`src/rtl/muladd_dot_stream.sv`:
```
// Streaming fixed-point dot-product engine: buffers one activation vector,
// then emits one rescaled, saturated result per streamed weight column.
module muladd_dot_stream #(
    parameter int DATA_W   = 16,
    parameter int LANES    = 2,
    parameter int VEC_LEN  = 16,
    parameter int FRAC_W   = 8,
    parameter int ACC_W    = 40,
    parameter int MAX_COLS = 256
) (
    input  logic                            clk_pe,
    input  logic                            rst_n,
    input  logic                            start_i,
    input  logic [$clog2(MAX_COLS+1)-1:0]   cols_i,
    input  logic                            load_en_i,
    output logic                            load_ready_o,
    input  logic [LANES*DATA_W-1:0]         load_payload_i,
    output logic                            result_valid_o,
    input  logic                            result_ready_i,
    output logic [DATA_W-1:0]               result_payload_o,
    output logic                            result_sat_o,
    output logic                            result_last_o,
    output logic                            busy_o,
    output logic                            done_o
);

    localparam int CNT_W  = $clog2(MAX_COLS + 1);
    localparam int BEATS  = VEC_LEN / LANES;
    localparam int BEAT_W = (BEATS > 1) ? $clog2(BEATS) : 1;
    localparam int IDX_W  = (VEC_LEN > 1) ? $clog2(VEC_LEN) : 1;

    localparam logic signed [ACC_W-1:0] MAX_V =
        {{(ACC_W-DATA_W+1){1'b0}}, {(DATA_W-1){1'b1}}};
    localparam logic signed [ACC_W-1:0] MIN_V = ~MAX_V;

    typedef enum logic [1:0] {
        IDLE,
        LOAD_VEC,
        LOAD_W,
        DRAIN
    } state_t;

    state_t                     state;
    logic [BEAT_W-1:0]          beat;
    logic [CNT_W-1:0]           col;
    logic [CNT_W-1:0]           cols_q;
    logic signed [ACC_W-1:0]    acc;
    logic signed [ACC_W-1:0]    lane_sum;
    logic signed [ACC_W-1:0]    acc_next;
    logic signed [ACC_W-1:0]    shifted;
    logic signed [DATA_W-1:0]   act [VEC_LEN];
    logic [IDX_W-1:0]           lane_idx [LANES];
    logic signed [2*DATA_W-1:0] prod [LANES];
    logic [DATA_W-1:0]          sat_payload;
    logic                       clip;
    logic [DATA_W-1:0]          out_payload;
    logic                       out_sat;
    logic                       out_last;
    logic                       out_valid;
    logic                       done_q;
    logic                       beat_last;
    logic                       col_last;
    logic                       word_acc;
    logic                       res_acc;

    assign beat_last = (beat == BEAT_W'(BEATS - 1));
    assign col_last  = (col == cols_q - CNT_W'(1));
    assign res_acc   = out_valid && result_ready_i;

    // The closing beat of a column needs the output register free (or
    // being drained on this same edge), otherwise a result would be lost.
    always_comb begin
        load_ready_o = 1'b0;
        unique case (state)
            LOAD_VEC: load_ready_o = 1'b1;
            LOAD_W:   load_ready_o = !(beat_last && out_valid && !result_ready_i);
            default:  load_ready_o = 1'b0;
        endcase
    end

    assign word_acc = load_en_i && load_ready_o;

    always_comb begin
        lane_sum = '0;
        for (int l = 0; l < LANES; l++) begin
            lane_idx[l] = IDX_W'(int'(beat) * LANES + l);
            prod[l] = act[lane_idx[l]] *
                      $signed(load_payload_i[l*DATA_W +: DATA_W]);
            lane_sum = lane_sum + ACC_W'(prod[l]);
        end
    end

    assign acc_next = acc + lane_sum;
    assign shifted  = acc_next >>> FRAC_W;

    always_comb begin
        clip        = 1'b0;
        sat_payload = shifted[DATA_W-1:0];
        if (shifted > MAX_V) begin
            clip        = 1'b1;
            sat_payload = MAX_V[DATA_W-1:0];
        end else if (shifted < MIN_V) begin
            clip        = 1'b1;
            sat_payload = MIN_V[DATA_W-1:0];
        end
    end

    always_ff @(posedge clk_pe) begin
        if (state == LOAD_VEC && word_acc) begin
            for (int l = 0; l < LANES; l++) begin
                act[lane_idx[l]] <= $signed(load_payload_i[l*DATA_W +: DATA_W]);
            end
        end
    end

    always_ff @(posedge clk_pe or negedge rst_n) begin
        if (!rst_n) begin
            state       <= IDLE;
            beat        <= '0;
            col         <= '0;
            cols_q      <= '0;
            acc         <= '0;
            out_payload <= '0;
            out_sat     <= 1'b0;
            out_last    <= 1'b0;
            out_valid   <= 1'b0;
            done_q      <= 1'b0;
        end else begin
            done_q <= 1'b0;
            if (res_acc) out_valid <= 1'b0;
            unique case (state)
                IDLE: begin
                    if (start_i) begin
                        if (cols_i == '0) begin
                            done_q <= 1'b1;
                        end else begin
                            cols_q <= (cols_i > CNT_W'(MAX_COLS)) ?
                                      CNT_W'(MAX_COLS) : cols_i;
                            beat   <= '0;
                            state  <= LOAD_VEC;
                        end
                    end
                end
                LOAD_VEC: begin
                    if (word_acc) begin
                        if (beat_last) begin
                            beat  <= '0;
                            col   <= '0;
                            acc   <= '0;
                            state <= LOAD_W;
                        end else begin
                            beat <= beat + BEAT_W'(1);
                        end
                    end
                end
                LOAD_W: begin
                    if (word_acc) begin
                        if (beat_last) begin
                            out_payload <= sat_payload;
                            out_sat     <= clip;
                            out_last    <= col_last;
                            out_valid   <= 1'b1;
                            acc         <= '0;
                            beat        <= '0;
                            col         <= col + CNT_W'(1);
                            if (col_last) state <= DRAIN;
                        end else begin
                            acc  <= acc_next;
                            beat <= beat + BEAT_W'(1);
                        end
                    end
                end
                DRAIN: begin
                    if (res_acc) begin
                        done_q <= 1'b1;
                        state  <= IDLE;
                    end
                end
                default: state <= IDLE;
            endcase
        end
    end

    assign result_valid_o   = out_valid;
    assign result_payload_o = out_payload;
    assign result_sat_o     = out_sat;
    assign result_last_o    = out_last;
    assign busy_o           = (state != IDLE);
    assign done_o           = done_q;

endmodule
```
`config.mk`:
```
export PLATFORM = sky130hd
export DESIGN_NAME = muladd_dot_stream
export DESIGN_NICKNAME = d
export VERILOG_FILES = /design/src/rtl/muladd_dot_stream.sv
export SDC_FILE = /design/constraint.sdc
export NUM_CORES = 2
export LEC_CHECK = 0
export CAP_MARGIN = 20
export CORE_MARGIN = 5
export CORE_UTILIZATION = 45
export DETAILED_ROUTE_END_ITERATION = 6
export GPL_ROUTABILITY_DRIVEN = 1
export GPL_TIMING_DRIVEN = 1
export PLACE_DENSITY = 0.71
export SLEW_MARGIN = 20
export SYNTH_ARGS = -nofsm -noshare
export SYNTH_HDL_FRONTEND = slang
export SYNTH_SLANG_ARGS = --single-unit
```
`constraint.sdc`:
```
create_clock -name clk_pe -period 12.7 [get_ports clk_pe]
set_input_delay 2.54 -clock clk_pe [delete_from_list [all_inputs] [get_ports clk_pe]]
set_output_delay 2.54 -clock clk_pe [all_outputs]
set_load 0.005 [all_outputs]
```
# --- After elaboration in Yosys (flattened, before gate mapping) ---
# Memories as Yosys holds them, arrays and structs flattened.
# Index checks and enable logic that the tools add are counted.
op_classes:
  addsub: 6
  mul: 2
  div_mod_pow: 0
  magnitude_cmp: 3
  eq_ne: 14
  shift: 0
  n_mux: 40
  bitwise_logic: 1
  reduce_logical: 19
op_table:
  columns: ["cell", "n"]
  rows:
  - ["40-bit two-way mux", 4]
  - ["40-bit one-hot mux with 2 select lines", 1]
  - ["16-bit by 16-bit multiplier with 32-bit output", 2]
  - ["9-bit two-way mux", 5]
  - ["40-bit by 33-bit adder with 40-bit output", 1]
  - ["32-bit by 32-bit adder with 33-bit output", 1]
  - ["32-bit by 16-bit > comparator with 1-bit output, second input constant", 1]
  - ["32-bit by 16-bit < comparator with 1-bit output, second input constant", 1]
  - ["16-bit two-way mux", 2]
  - ["9-bit one-hot mux with 2 select lines", 1]
  - ["2-bit two-way mux", 8]
  - ["2-bit inequality test, second input constant", 8]
  - ["3-bit two-way mux", 4]
  - ["1-bit two-way mux", 11]
  - ["9-bit by 1-bit adder with 9-bit output, second input constant", 1]
  - ["9-bit == test", 1]
  - ["9-bit > comparator, second input constant", 1]
  - ["9-bit zero test", 1]
  - ["9-bit by 1-bit subtractor with 9-bit output, second input constant", 1]
  - ["2-bit one-hot mux with 4 select lines", 1]
  - ["4-bit AND reduction", 2]
  - ["8-bit AND reduction", 1]
  - ["3-bit one-hot mux with 2 select lines", 1]
  - ["3-bit AND reduction", 2]
  - ["other kinds (14)", 23]
word_totals:
  reg_bits: 83
  latch_bits: 0
  ramBits: 256
  mem_bits_ro: 0
  elab_cells: 96
  mem_count: 1
mem_list:
  columns: ["memory", "words", "width", "rd", "rd_ports_with_merged_regs", "write_ports", "line", "source"]
  rows:
  - ["act", 16, 16, 2, 0, 2, "51", "logic signed [DATA_W-1:0] act [VEC_LEN];"]

# --- Logic depth before layout (Yosys ltp) ---
logic_depth:
  ltp_word: 9
  depth_mapped: 37

# --- Worst setup path after synthesis ---
# No wires, ideal clock.
synth_path:
  path_kind: "input port to flip-flop"
  startpoint: "input port load_payload_i[0]"
  endpoint: "register out_payload[0], in the netlist result_payload_o[0]"
  arrival_time_ns: 10.740
  required_ns: 12.580
  slack_ns: 1.840
  path_stages: 27
  path_buffers: 1
  path_cell_list: "nand2_1 -> fa_1 -> fa_1 -> inv_1 -> fa_1 -> inv_1 -> fa_1 -> inv_1 -> fa_1 -> fa_1 -> fa_1 -> inv_1 -> fa_1 -> inv_1 -> ha_1 -> a21oi_2 -> o21ai_1 -> a211o_1 -> or3_1 -> o221a_4 -> or3_4 -> a2111oi_2 -> nand4_1 -> and4bb_1 -> nor2_2 -> buf_6 -> a2bb2oi_2"
synth_via:
  elab_chain_cells: 6
  word_cells_on_any_way: 7
  cone_classes: "2 x add/sub; 1 x mul; 2 x order compare; 2 x mux"
synth_rtl:
  columns: ["item", "line", "source"]
  rows:
  - ["start: declaration", "17", "input logic [LANES*DATA_W-1:0] load_payload_i,"]
  - ["16-bit by 16-bit multiplier with 32-bit output *", "87", "prod[l] = act[lane_idx[l]] *"]
  - ["32-bit by 32-bit adder with 33-bit output *", "89", "lane_sum = lane_sum + ACC_W'(prod[l]);"]
  - ["40-bit by 33-bit adder with 40-bit output *", "93", "assign acc_next = acc + lane_sum;"]
  - ["32-bit by 16-bit < comparator with 1-bit output", "102", "end else if (shifted < MIN_V) begin"]
  - ["16-bit two-way mux", "102", null]
  - ["16-bit two-way mux *", "99", "if (shifted > MAX_V) begin"]
  - ["end signal: assignment", "159", "out_payload <= sat_payload;"]
  - ["end: declaration", "56", "logic [DATA_W-1:0] out_payload;"]
# Mark *: on every way between the ends. The rest lies on a longest branch, timed or not.
# A chain may end at the register's enable or synchronous reset.

# --- Worst setup path after layout ---
layout_path:
  startpoint: "register beat[2]"
  endpoint: "register out_payload[6], in the netlist result_payload_o[6]"
layout_via:
  elab_chain_cells: 8
  word_cells_on_any_way: 17
  cone_classes: "3 x add/sub; 2 x mul; 2 x order compare; 1 x eq/ne; 3 x mux; 5 x reduce/logical; 1 x memory"
layout_rtl:
  columns: ["item", "line", "source"]
  rows:
  - ["start: declaration", "44", "logic [BEAT_W-1:0] beat;"]
  - ["start signal: assignment", "152", "beat <= beat + BEAT_W'(1);"]
  - ["start signal: assignment", "169", "beat <= beat + BEAT_W'(1);"]
  - ["4-bit by 1-bit adder with 4-bit output", "86", "lane_idx[l] = IDX_W'(int'(beat) * LANES + l);"]
  - ["memory 16 x 16 bit", null, null]
  - ["16-bit by 16-bit multiplier with 32-bit output", "87", null]
  - ["32-bit by 32-bit adder with 33-bit output", "89", null]
  - ["40-bit by 33-bit adder with 40-bit output", "93", null]
  - ["32-bit by 16-bit < comparator with 1-bit output", "102", null]
  - ["16-bit two-way mux", "102", null]
  - ["16-bit two-way mux", "99", null]
# Parallel ways exist; a longest one is shown, timed or not.

==> key figures <==
Global route
  – GRT Total Usage: between 20% and 30%
  – Vias in the first global route: between 20000 and 30000
  – First-pass GRT wire length: around 150000 µm
  – Largest net degree at the start of global routing: 75
  – GR Overflow Total: 0
  – Antenna violations before repair: 5

STA
  – Fin crit share: about nine tenths
  – Finish-stage setup viols: 0
  – Slew @ Worst Pin: ~1200 ps
  – Layout Skew: 33.8 ps
  – RSZ-0062 raised after global routing: false
  – Final Hold Fails: 0
  – Setup_tns: 0 ps
  – Hold WS: slightly below 500 ps
  – Relative slew slack: about 22%
  – Top achievable clock speed: 86.7 MHz
  – Final Slew Violations: 0
  – Min cycle time layout: around 12000 ps

Yosys
  – Cell Area, Synth: 36300 µm²
  – Synth async-reset ratio: 24.5%
  – Synth Net Count: about 4200
  – Synth top area share: 38.8%
  – Seq cells post-synth: roughly 340
  – Leading area contributor after synthesis: fa_1
  – Cells after Synth: around 3300
  – EDFF count, synth: between 200 and 300
  – Synth area leaders: fa_1, edfxtp_1, inv_1, dfrtp_1, ha_1
  – Synthesis Warnings: 0
  – Synth unique cells: 85
  – Syn Area/Cell: 11.0 µm²
  – Seq/Total Area, Yosys: between 20% and 30%
  – Ys flop type: edfxtp_1

Route
  – Router iterations before antenna repair: 5
  – Vias per cell: 5.40
  – Antenna-violating nets left: 0
  – DR vias: around 24000
  – Starting DRT DRC Count: 1910
  – DRC Markers: 0
  – DR WL/cell: between 20 and 25 µm
  – Routed WL: 89700 µm

Clock network
  – TritonCTS clock tree: built
  – Hold buffers post-CTS: 0
  – CTS Sinks: around 340
  – Clock root cell: clkbuf_16
  – Post-CTS Repair Setup Buffers: 0
  – Clock transition at the registers of the reported paths: around 60 ps
  – Num CTS Buffers: 36
  – Max clock buf depth: 3
  – H-tree Lvls: 2
  – Worst skew pair latency: ~560 ps
  – CTS resizes: 0

Floorplan
  – Ports: between 60 and 70
  – Full die area: ~86000 µm²
  – Die Wd: a little under 300 µm
  – Rows: between 100 and 150
  – Core area: between 80000 and 90000 µm²
  – Die Y: 294 µm
  – Starting Density: between 40% and 50%

Critical path
  – CP required: approximately 13000 ps
  – R2R Path End: result_payload_o[6]
  – Slowest stage delay, CP: around 960 ps
  – Critical path class: flip-flop to flip-flop
  – Register-to-Register Path Depth: 29
  – CP delay by family, top: adder cells
  – Crit. End Element: flip-flop
  – Number of buffers and inverters on the critical path: 5
  – Critical Path Fanout Max: 20
  – Setup slack, reg-to-reg: approximately 1200 ps
  – R2r startpoint: beat[2]
  – Critical path depth: 29
  – Crit start category: flip-flop
  – Slowest CP cell: nand2_1
  – Critical path endpoint: result_payload_o[6]
  – Top cell by count, worst path: fa_1
  – Worst EP arrival: roughly 12000 ps
  – Critical Path Start: beat[2]

Min path
  – Worst min path class: flip-flop to flip-flop

Finish
  – Seq. cell area: between 9000 and 10000 µm²
  – Final layout net count: 4265
  – Diodes inserted: 0
  – Multi-input logic area: 23200 µm²
  – Filler Cell Count: between 7000 and 8000
  – Layout cells sized above 1: just under 6%
  – Commonest non-fill, non-tap cell in the layout: inv_1
  – Area Overhead vs Synth: 9.27%
  – Util after Layout: approximately 50%
  – Most frequent cells in the layout: inv_1, fa_1, nand2_1, edfxtp_1, and2_1

Place
  – Port Buffers: 67
  – Routability Congestion: between 0.9 and 1
  – Dpl hpwl: approximately 72000 µm

Flow run
  – Max-cap violations: 0

Status
  – Status: finished, final reports clean
-- worst min-delay path by stage --
| stage | from | end | slack, ps | cells past startpoint |
|---|---|---|---|---|
| final | acc[7] | acc[7] | 480 | 2 |
| after detailed placement | acc[7] | acc[7] | 470 | 2 |
| after CTS | acc[7] | acc[7] | 490 | 2 |
| after global routing | acc[7] | acc[7] | 520 | 2 |
| after floorplan | acc[32] | acc[32] | 450 | 2 |
| after global placement | result_last_o | result_last_o | 470 | 2 |
-- layer usage --
metal	track usage [%]	wire length, µm	vias up
met4	6.09	2680	8
met5	0	41	-
met1	29.8	36400	12400
met2	34.8	42600	986
li1	-	-	10400
met3	4.84	8000	184
-- registers in the layout, summed over array words and instances, names as in the netlist, 2 cells and up --
signal / flops
act: 256
acc: 40
result_payload_o: 16
col: 9
cols_q: 9
beat: 3
state: 2
-- stage by stage --
stage / instances / worst slack, ps / cell area [µm²]
6_report: 4439 / 1170 / 39600
5_1_grt: 4439 / 507 / 39600
4_1_cts: 4435 / 1270 / 39600
3_5_place_dp: 4374 / 732 / 38400
3_3_place_gp: 4371 / 925 / 38400
2_1_floorplan: 3283 / 1840 / 36300
-- cells in the mapped netlist (40+ instances only) --
library cell  instances
edfxtp_1            256
and2_1              192
nor2_1               82
a21oi_1              42
clkbuf_1            106
ha_1                161
inv_1               763
nand2_1             366
o21ai_0              44
dfrtp_1              83
a22oi_1             126
fa_1                702
nand4_1              40
-- worst register-to-register path: cells and delay by family, from the launching register on --
kind	cells	cell delay, ps
AOI/OAI and AO/OA	9	2240
adders and majority gates	9	4380
buffers and inverters	5	800
DFF	1	740
and+or+nand+nor	6	3290
-- logic make-up after synthesis --
group,synth area share [%]
XOR/XNOR,1.33
multiplexers,0.173
AO/OA/AOI/OAI,7.32
adder cells (fa/ha/maj),44.3
buffers and inverters,9.31
flip-flops,26.9
AND/OR/NAND/NOR,10.6
-- layout make-up --
type                    count  area share [%]
multi-input cells        2064            58.6
flip-flops and latches    339            24.7
inverters                 763            7.23
repair buffers            152            3.39
well taps                1060            3.35
clock buffers              47            2.43
clock inverters            14           0.385
Power is not shown: default switching activity piles up to over one toggle a cycle in this logic, so the estimate is an artifact.
